`src/rtl/call_scheduler_pkg.sv`:
```
// call_scheduler_pkg: shared FSM encoding, floor count and target-selection helper
package call_scheduler_pkg;

   localparam int NFLOORS = 3;

   typedef enum logic [1:0] {
      IDLE     = 2'b00,
      SELECT   = 2'b01,
      DISPATCH = 2'b10,
      WAIT     = 2'b11
   } state_t;

   typedef struct packed {
      logic [1:0] tgt;
      logic       up;
   } sel_t;

   // Current floor wins, then the nearest call in the scan direction,
   // otherwise reverse and take the nearest call the other way.
   function automatic sel_t select_target(logic [2:0] pend, logic [1:0] flr, logic up);
      sel_t s;
      logic [3:0] p4;
      logic [1:0] above, below;
      logic has_a, has_b;
      p4 = {1'b0, pend};
      above = flr;
      below = flr;
      has_a = 1'b0;
      has_b = 1'b0;
      for (int i = NFLOORS - 1; i >= 0; i--)
         if (pend[i] && i > int'(flr)) begin
            has_a = 1'b1;
            above = i[1:0];
         end
      for (int i = 0; i < NFLOORS; i++)
         if (pend[i] && i < int'(flr)) begin
            has_b = 1'b1;
            below = i[1:0];
         end
      s.tgt = p4[flr] ? flr :
              up      ? (has_a ? above : has_b ? below : flr) :
                        (has_b ? below : has_a ? above : flr);
      s.up  = p4[flr] ? up :
              up      ? (has_a ? 1'b1 : has_b ? 1'b0 : up) :
                        (has_b ? 1'b0 : has_a ? 1'b1 : up);
      return s;
   endfunction

endpackage

```
`src/rtl/call_scheduler_if.sv`:
```
// call_scheduler_if: scheduler <-> car controller handshake
// master (scheduler): drives Go, Tgt, Up, R; samples Done, DoorOpen
// slave  (car side) : drives Done, DoorOpen; samples Go, Tgt, Up, R
interface call_scheduler_if;
   logic       Go;
   logic [1:0] Tgt;
   logic       Up;
   logic       R;
   logic       Done;
   logic       DoorOpen;
   modport master(output Go, Tgt, Up, R, input Done, DoorOpen);
   modport slave(input Go, Tgt, Up, R, output Done, DoorOpen);
endinterface

```
`src/rtl/call_scheduler_door_timer.sv`:
```
// door_timer: door dwell counter, R asserts DOOR_TICKS edges after DoorOpen rises
// Ports: Clk, Reset (async, active-low), DoorOpen in, R out (dwell expired)
module door_timer #(
   parameter int DOOR_TICKS = 8
) (
   input  logic Clk,
   input  logic Reset,
   input  logic DoorOpen,
   output logic R
);
   localparam logic [7:0] LOAD = 8'(DOOR_TICKS - 1);
   logic       door_q;
   logic       rise;
   logic [7:0] cnt, cnt_n;
   // Counter saturates at zero and only moves while the door is open.
   always_comb begin
      rise  = DoorOpen & ~door_q;
      cnt_n = rise ? LOAD : (DoorOpen && cnt != 8'd0) ? cnt - 8'd1 : cnt;
   end
   always_ff @(posedge Clk or negedge Reset)
      if (!Reset) begin
         door_q <= 1'b0;
         cnt    <= 8'd0;
         R      <= 1'b0;
      end else begin
         door_q <= DoorOpen;
         cnt    <= cnt_n;
         R      <= DoorOpen && cnt_n == 8'd0;
      end
endmodule

```
`src/rtl/call_scheduler.sv`:
```
// call_scheduler: latches floor calls, picks the next target and dispatches the car
// Ports: Clk, Reset (async, active-low), I0..I2 cabin buttons, E0..E2 hall buttons,
//        S0..S2 floor sensors, Pend call lamps, car (handshake: Go/Tgt/Up/R/Done/DoorOpen)
module call_scheduler
   import call_scheduler_pkg::*;
#(
   parameter int DOOR_TICKS = 8
) (
   input  logic       Clk,
   input  logic       Reset,
   input  logic       I0, I1, I2,
   input  logic       E0, E1, E2,
   input  logic       S0, S1, S2,
   output logic [2:0] Pend,
   call_scheduler_if.master car
);
   state_t     state, nxt;
   logic [2:0] pend, press, sens, clr;
   logic [1:0] flr, tgt;
   logic       up;
   sel_t       sel;
   assign press = {I2 | E2, I1 | E1, I0 | E0};
   assign sens  = {S2, S1, S0};
   assign sel   = select_target(pend, flr, up);
   // Done only counts in WAIT; the clear beats a same-cycle press of Tgt.
   assign clr   = (state == WAIT && car.Done) ? 3'b001 << tgt : 3'b000;
   always_comb begin
      nxt    = state;
      car.Go = 1'b0;
      case (state)
         IDLE:     nxt = |pend ? SELECT : IDLE;
         SELECT:   nxt = DISPATCH;
         DISPATCH: begin
            nxt    = WAIT;
            car.Go = 1'b1;
         end
         WAIT:     begin
            nxt    = car.Done ? IDLE : WAIT;
            car.Go = 1'b1;
         end
      endcase
   end
   always_ff @(posedge Clk or negedge Reset)
      if (!Reset) begin
         state <= IDLE;
         pend  <= 3'b000;
         flr   <= 2'd0;
         tgt   <= 2'd0;
         up    <= 1'b1;
      end else begin
         state <= nxt;
         pend  <= (pend | press) & ~clr;
         if ($onehot(sens)) flr <= sens[2] ? 2'd2 : sens[1] ? 2'd1 : 2'd0;
         if (state == SELECT) begin
            tgt <= sel.tgt;
            up  <= sel.up;
         end
      end
   assign Pend    = pend;
   assign car.Tgt = tgt;
   assign car.Up  = up;
   door_timer #(.DOOR_TICKS(DOOR_TICKS)) u_timer (
      .Clk      (Clk),
      .Reset    (Reset),
      .DoorOpen (car.DoorOpen),
      .R        (car.R)
   );
endmodule

```
`src/flat_wrapper.sv`:
```
// flat-port wrapper written by rule: the top's interface ports become plain ports
module call_scheduler_flat import call_scheduler_pkg::*;
#(
   parameter int DOOR_TICKS = 8
)
  (Clk, Reset, I0, I1, I2, E0, E1, E2, S0, S1, S2, Pend, car_Go, car_Tgt, car_Up, car_R, car_Done, car_DoorOpen);
  call_scheduler_if car_i ();
  input  logic Clk;
  input  logic Reset;
  input  logic I0;
  input  logic I1;
  input  logic I2;
  input  logic E0;
  input  logic E1;
  input  logic E2;
  input  logic S0;
  input  logic S1;
  input  logic S2;
  output logic [2:0] Pend;
  output wire logic [$bits(car_i.Go)-1:0] car_Go;
  output wire logic [$bits(car_i.Tgt)-1:0] car_Tgt;
  output wire logic [$bits(car_i.Up)-1:0] car_Up;
  output wire logic [$bits(car_i.R)-1:0] car_R;
  input wire logic [$bits(car_i.Done)-1:0] car_Done;
  input wire logic [$bits(car_i.DoorOpen)-1:0] car_DoorOpen;
  assign car_Go = car_i.Go;
  assign car_Tgt = car_i.Tgt;
  assign car_Up = car_i.Up;
  assign car_R = car_i.R;
  assign car_i.Done = car_Done;
  assign car_i.DoorOpen = car_DoorOpen;
  call_scheduler #(.DOOR_TICKS(DOOR_TICKS)) u_core (.Clk(Clk), .Reset(Reset), .I0(I0), .I1(I1), .I2(I2), .E0(E0), .E1(E1), .E2(E2), .S0(S0), .S1(S1), .S2(S2), .Pend(Pend), .car(car_i));
endmodule
```
`config.mk`:
```
export PLATFORM = sky130hd
export DESIGN_NAME = call_scheduler_flat
export DESIGN_NICKNAME = d
export VERILOG_FILES = /design/src/rtl/call_scheduler_pkg.sv /design/src/rtl/call_scheduler_if.sv /design/src/rtl/call_scheduler_door_timer.sv /design/src/rtl/call_scheduler.sv /design/src/flat_wrapper.sv
export SDC_FILE = /design/constraint.sdc
export NUM_CORES = 1
export LEC_CHECK = 0
export CORE_MARGIN = 5
export CORE_UTILIZATION = 50
export DETAILED_ROUTE_END_ITERATION = 8
export PLACE_DENSITY = 0.82
export SYNTH_ARGS = -nofsm -noshare
export SYNTH_HDL_FRONTEND = slang
export SYNTH_HIERARCHICAL = 1
export SYNTH_SLANG_ARGS = --single-unit
```
`constraint.sdc`:
```
create_clock -name Clk -period 2.6 [get_ports Clk]
set_input_delay 0.39 -clock Clk [delete_from_list [all_inputs] [get_ports Clk]]
set_output_delay 0.39 -clock Clk [all_outputs]
set_load 0.01 [all_outputs]
```
==> out/qor.csv, run 1 <==
stage,metric,value,unit
outcome,status,"finished, final reports clean",
clock_network,cts_buffer_depth,2,
cells_and_area,multi_input_area,634,sq um
synthesis,yosys_register_bits,20,
power_and_ir_drop,powerDensity,739,nW/um^2
route,drc,0,
placed_design,dpl.hpwl,1.90,mm
critical_path,cp-end-kind,flop,
cells_and_area,final_cells,173,
flow_run,maxCapViolCount,0,
placed_design,place_area,1400,sq um
floorplan,placementRows,17,
route,drt_wl_total,2.51,mm
timing,rsz0062_at_grt,no,
synthesis,synth_top_cells_by_count,"dfrtp_1, a21oi_1, nand2_1",
floorplan,dieArea,3440,sq um
placed_design,portBuffers,20,
timing,setup_ws,316,ps
timing,tightest_slew,551,ps
power_and_ir_drop,p_total,1.07,mW
clock_network,htreeDepth,1,
route,num_vias,1015,
synthesis,syn_inst,124,
critical_path,worstPathArrival,2500,ps
timing,relSlewSlack,62.7,%
timing,fmax,0.438,GHz
critical_path,crit_family,simple AND/OR/NAND/NOR gates,
timing,drv_slew,0,
cells_and_area,drive_gt1_share,8.97,%
critical_path,worstSetupStartpointType,flop,
floorplan,fp.dieH,58.7,um
synthesis,synth_edf_count,0,
cells_and_area,ff_latch_area,502,sq um
clock_network,clock_latency,290,ps
synthesis,synth.top_cell.area_share,40.1,%
clock_network,cts_tree,yes,
clock_network,cts_resized,0,
synthesis,syn_nets,140,
placed_design,gp_congestion,0.906,
critical_path,critPathKind,reg2reg,
cells_and_area,n_fill_cell,183,
global_routing,grt_use_total,16.0,%
placed_design,dp.cells,169,
floorplan,core,2230,sq um
floorplan,start_util,53.1,%
global_routing,grt_max_degree,21,
route,drt_first_pass_iters,5,
power_and_ir_drop,leakage,0.573,nW
timing,tns,0,ps
synthesis,synth_ff_type,dfrtp_1,
timing,fin_crit,2280,ps
timing,skew,3.47,ps
route,ant_nets,0,
floorplan,fp.dieW,58.7,um
global_routing,first_global_vias,944,
min_path,worst_hold_path_type,in2async,
synthesis,postSynth.asyncResetShare,100,%
clock_network,cts_buffers,3,
global_routing,antenna_found_initial,0,
clock_network,cts_num_sinks,20,
placed_design,post-place-ws,326,ps
route,drt_iter0_drc,33,
floorplan,io_pins,21,
global_routing,overflow,0,
global_routing,grt_pass1_wl,4.31,mm
timing,setup_viol,0,
clock_network,post_cts_buffers,0,
synthesis,synth_area,1180,sq um
timing,min_period_over_period,87.9,%
critical_path,crit_chain,inv_1 -> ha_1 -> nor4b_4 -> nand2_2 -> a41o_1 -> or3_1 -> nor4_2,
synthesis,yosysTopAreaCell,dfrtp_1,
route,routedWlPerCell,14.5,um
cells_and_area,fin_nets,162,
critical_path,crit_fanout,8,
critical_path,crit_path_top_delay_cell,dfrtp_1,
synthesis,synth_most_common_cell,dfrtp_1,
synthesis,synth_cell_type_count,46,
cells_and_area,diodes,0,
critical_path,max_stage_delay,450,ps
synthesis,yosysSeqAreaShare,42.3,%
synthesis,avgSynthCellArea,9.56,sq um
clock_network,clockRootBuffer,clkbuf_4,
critical_path,crit_buf_inv,1,
power_and_ir_drop,worst_ir_drop_vdd,0.547,mV
critical_path,required,2810,ps
clock_network,hold_buffers,0,
cells_and_area,area_growth_syn_to_layout,22.7,%
clock_network,clk_pin_slew_worst_paths,110,ps
cells_and_area,fin_area,1450,sq um
synthesis,netlist_top_cells_area,"dfrtp_1, a21oi_1, nand2_1",
route,via_per_inst,5.87,
timing,hold_viol_final,0,
synthesis,yosys_warnings,6,
[worst reg2reg max path, delay by kind of cell, from the launching register on]
kind,cells,cell delay (ps)
and+or+nand+nor,4,1180
buffers and inverters,1,110
adders and majority gates,1,190
DFF,1,450
AOI/OAI and AO/OA,1,270
[layer usage]
metal | GRT usage [%] | part of all wire, % | vias up
met5 | 0 | 0 | -
met4 | 4.21 | 0.52 | 0
met3 | 2.63 | 5.3 | 2
met2 | 25.7 | 46 | 32
met1 | 22.6 | 48 | 489
li1 | - | - | 492
[cell type report]
type	count	share of cell area, %
multi-input combinational	94	43.6
sequential	20	34.5
timing repair buffer	21	14.3
tap	28	2.41
clock inverter	1	2.07
clock buffer	3	1.55
inverter	6	1.55
[power breakdown]
group | total, mW | internal (mW) | switching (mW)
Sequential | 0.485 | 0.379 | 0.106
Clock | 0.250 | 0.156 | 0.0944
Combinational | 0.339 | 0.190 | 0.149
Total | 1.07 | 0.725 | 0.350
[placed cells by master (no fill, tap or decap), types with 2 or more instances in the layout]
master           count
inv_1                6
or3_1                2
a21boi_0             2
nand3_1              5
o21ai_1              3
and2_1               2
nor2_1               7
mux2i_1              2
clkbuf_4             3
o21ai_0              3
nor2b_1              5
nand2_1             10
nand2b_1             6
a32oi_1              2
ha_1                 2
clkdlybuf4s50_1     20
nand3b_1             2
a21oi_1             10
dfrtp_1             19
nor3_1               7
[worst paths after layout]
| check | slack (ps) | to | startpoint | depth (start not counted) |
|---|---|---|---|---|
| min in group Clk | 530 | u_core/Pend[2] | u_core/car.Tgt[1] | 1 |
| hold reg to reg | 530 | u_core/Pend[2] | u_core/car.Tgt[1] | 1 |
| hold / removal | 410 | u_core/u_timer/cnt[7] | Reset | 2 |
| max in group asynchronous | 1920 | u_core/car.Up | Reset | 2 |
| setup reg to reg | 320 | u_core/u_timer/R | u_core/u_timer/cnt[0] | 7 |
| setup / recovery | 320 | u_core/u_timer/R | u_core/u_timer/cnt[0] | 7 |
[per-stage QoR]
| stage | utilization [%] | hold slack (ps) |
|---|---|---|
| 2_1_floorplan | - | 94.4 |
| 3_3_place_gp | 62.7 | 508 |
| 3_5_place_dp | 62.7 | 509 |
| 4_1_cts | 65.1 | 409 |
| 5_1_grt | 65.1 | 408 |
| 6_report | 65.1 | 410 |
[flip-flops by register name, indices dropped and copies added (netlist names)]
signal,count
u_core/Pend,3
u_core/u_timer/door_q,1
u_core/car.Up,1
u_core/flr,2
u_core/state,2
u_core/u_timer/R,1
u_core/car.Tgt,2
u_core/u_timer/cnt,8
[logic make-up after synthesis]
kind of cell,after synthesis,synth area share [%]
adders and majority gates,3,3.80
muxes,4,3.59
DFF,20,42.3
and+or+nand+nor,56,28.3
AOI/OAI and AO/OA,31,17.8
buffers and inverters,10,4.12
No activity file was read; power rests on OpenSTA's default activity.
==> inputs of run 2 (changes only) <==
--- a/config.mk
+++ b/config.mk
@@ -6,9 +6,9 @@
 export NUM_CORES = 1
 export LEC_CHECK = 0
 export CORE_MARGIN = 5
-export CORE_UTILIZATION = 50
+export CORE_UTILIZATION = 46
 export DETAILED_ROUTE_END_ITERATION = 8
-export PLACE_DENSITY = 0.82
+export PLACE_DENSITY = 0.8
 export SYNTH_ARGS = -nofsm -noshare
 export SYNTH_HDL_FRONTEND = slang
 export SYNTH_HIERARCHICAL = 1
==> constraint.sdc (replaced) <==
create_clock -name Clk -period 2.1 [get_ports Clk]
set_input_delay 0.315 -clock Clk [delete_from_list [all_inputs] [get_ports Clk]]
set_output_delay 0.315 -clock Clk [all_outputs]
set_load 0.01 [all_outputs]
==> out/qor.csv, run 2 (same netlist as run 1, synthesis figures left out) <==
stage,metric,value,unit
placed_design,dp.cells,176,
critical_path,critPathKind,reg2reg,
critical_path,worstSetupStartpointType,flop,
route,drt_first_pass_iters,4,
global_routing,overflow,0,
placed_design,gp_congestion,0.890,
cells_and_area,multi_input_area,643,sq um
floorplan,io_pins,21,
cells_and_area,fin_area,1490,sq um
power_and_ir_drop,combPwrFrac,34.5,%
floorplan,fp.dieH,60.8,um
timing,setup_viol,0,
cells_and_area,final_util,60.3,%
route,ant_nets,0,
route,drc,0,
outcome,status,"finished, final reports clean",
placed_design,post-place-ws,-30.2,ps
placed_design,place_area,1440,sq um
flow_run,maxCapViolCount,0,
timing,relSlewSlack,60.8,%
timing,tightest_slew,587,ps
critical_path,required,2310,ps
clock_network,cts_num_sinks,20,
power_and_ir_drop,clkPwrFrac,17.9,%
critical_path,max_stage_delay,400,ps
min_path,worst_hold_path_type,in2async,
clock_network,hold_buffers,0,
critical_path,worstPathArrival,2180,ps
route,via_per_inst,5.80,
timing,timing.hold.ws,368,ps
placed_design,portBuffers,20,
cells_and_area,diodes,0,
power_and_ir_drop,p_sw,0.450,mW
critical_path,crit_path_top_delay_cell,dfrtp_1,
power_and_ir_drop,p_total,1.27,mW
floorplan,fp.dieW,60.8,um
timing,hold_viol_final,0,
critical_path,crit_family,simple AND/OR/NAND/NOR gates,
global_routing,antenna_found_initial,0,
cells_and_area,drive_gt1_share,13.9,%
power_and_ir_drop,netSwitchingFraction,35.4,%
clock_network,clockRootBuffer,clkbuf_4,
critical_path,cp-end-kind,flop,
floorplan,dieArea,3690,sq um
timing,fin_crit,1970,ps
clock_network,cts_buffers,3,
clock_network,cts_buffer_depth,2,
clock_network,cts_tree,yes,
power_and_ir_drop,powerDensity,851,nW/um^2
route,routedWlPerCell,15.1,um
timing,tns,0,ps
timing,min_period_over_period,93.8,%
cells_and_area,fin_nets,168,
cells_and_area,final_common_cell,clkdlybuf4s50_1,
global_routing,grt_pass1_wl,4.73,mm
placed_design,dpl.hpwl,2.11,mm
critical_path,crit_fanout,3,
timing,rsz0062_at_grt,no,
global_routing,grt_use_total,17.1,%
power_and_ir_drop,p_int,0.822,mW
cells_and_area,n_fill_cell,214,
floorplan,core,2480,sq um
clock_network,htreeDepth,1,
cells_and_area,final_cell_mix,"clkdlybuf4s50_1, dfrtp_1, a21oi_1, nand2_1",
floorplan,start_util,47.8,%
power_and_ir_drop,leakage,0.592,nW
clock_network,clock_latency,300,ps
route,num_vias,1050,
cells_and_area,ff_latch_area,502,sq um
route,drt_iter0_drc,30,
timing,fmax,0.508,GHz
timing,drv_slew,0,
cells_and_area,largest_register_ffs,8,
clock_network,clk_pin_slew_worst_paths,110,ps
floorplan,placementRows,18,
route,drt_wl_total,2.74,mm
global_routing,first_global_vias,1089,
global_routing,grt_max_degree,14,
critical_path,crit_chain,inv_1 -> ha_2 -> nor4b_4 -> nand2_2 -> a41o_1 -> or3_1 -> nor4_2,
cells_and_area,area_growth_syn_to_layout,26.1,%
cells_and_area,final_cells,181,
cells_and_area,regMostFlops,u_core/u_timer/cnt,
power_and_ir_drop,seqPwrFrac,47.6,%
power_and_ir_drop,worst_ir_drop_vdd,0.540,mV
critical_path,crit_buf_inv,1,
timing,setup_ws,131,ps
timing,skew,1.01,ps
-- run 2: path summary, 6_finish.rpt --
kind | startpoint | end | slack [ps] | depth (start not counted)
min in group Clk | u_core/state[0] | u_core/state[0] | 550 | 1
hold reg to reg | u_core/state[0] | u_core/state[0] | 550 | 1
setup / recovery | u_core/u_timer/cnt[0] | u_core/u_timer/R | 130 | 7
max in group asynchronous | Reset | u_core/u_timer/R | 1180 | 2
hold / removal | Reset | u_core/state[1] | 370 | 1
setup reg to reg | u_core/u_timer/cnt[0] | u_core/u_timer/R | 130 | 7
-- run 2: what timing repair did --
item / 4_1_cts / 5_1_grt
resized for setup: 1 / 1
setup buffers: 1 / 0
pin swaps: 1 / 0
endpoints found under the setup margin: 1 / 1
-- run 2: cell type report --
class / count / share of cell area (%)
Sequential cell: 20 / 33.6
Clock buffer: 4 / 2.43
Inverter: 6 / 1.51
Timing Repair Buffer: 27 / 16.9
Tap cell: 30 / 2.51
Multi-Input combinational cell: 94 / 43.0
-- run 2: worst register-to-register path, cell delays in order (launching register included) --
cell and delay (ps):
dfrtp_1 400, inv_1 90, ha_2 210, nor4b_4 290
nand2_2 100, a41o_1 260, or3_1 370, nor4_2 160
-- run 2: per-layer routing --
metal	routed length [um]	global-route usage, %	vias to the layer above
met5	0	0	-
met4	56	8.36	0
met3	102	2.34	6
met2	1380	29.6	20
met1	1190	20.7	516
li1	-	-	508
-- run 2: power groups by stage --
stage | sequential (mW) | combinational, mW | clock (mW)
3_3_place_gp | 0.601 | 0.414 | 0
2_1_floorplan | 0.584 | 0.268 | 0
6_report | 0.605 | 0.439 | 0.228
5_1_grt | 0.623 | 0.486 | 0.251
3_5_place_dp | 0.613 | 0.432 | 0
4_1_cts | 0.603 | 0.442 | 0.236
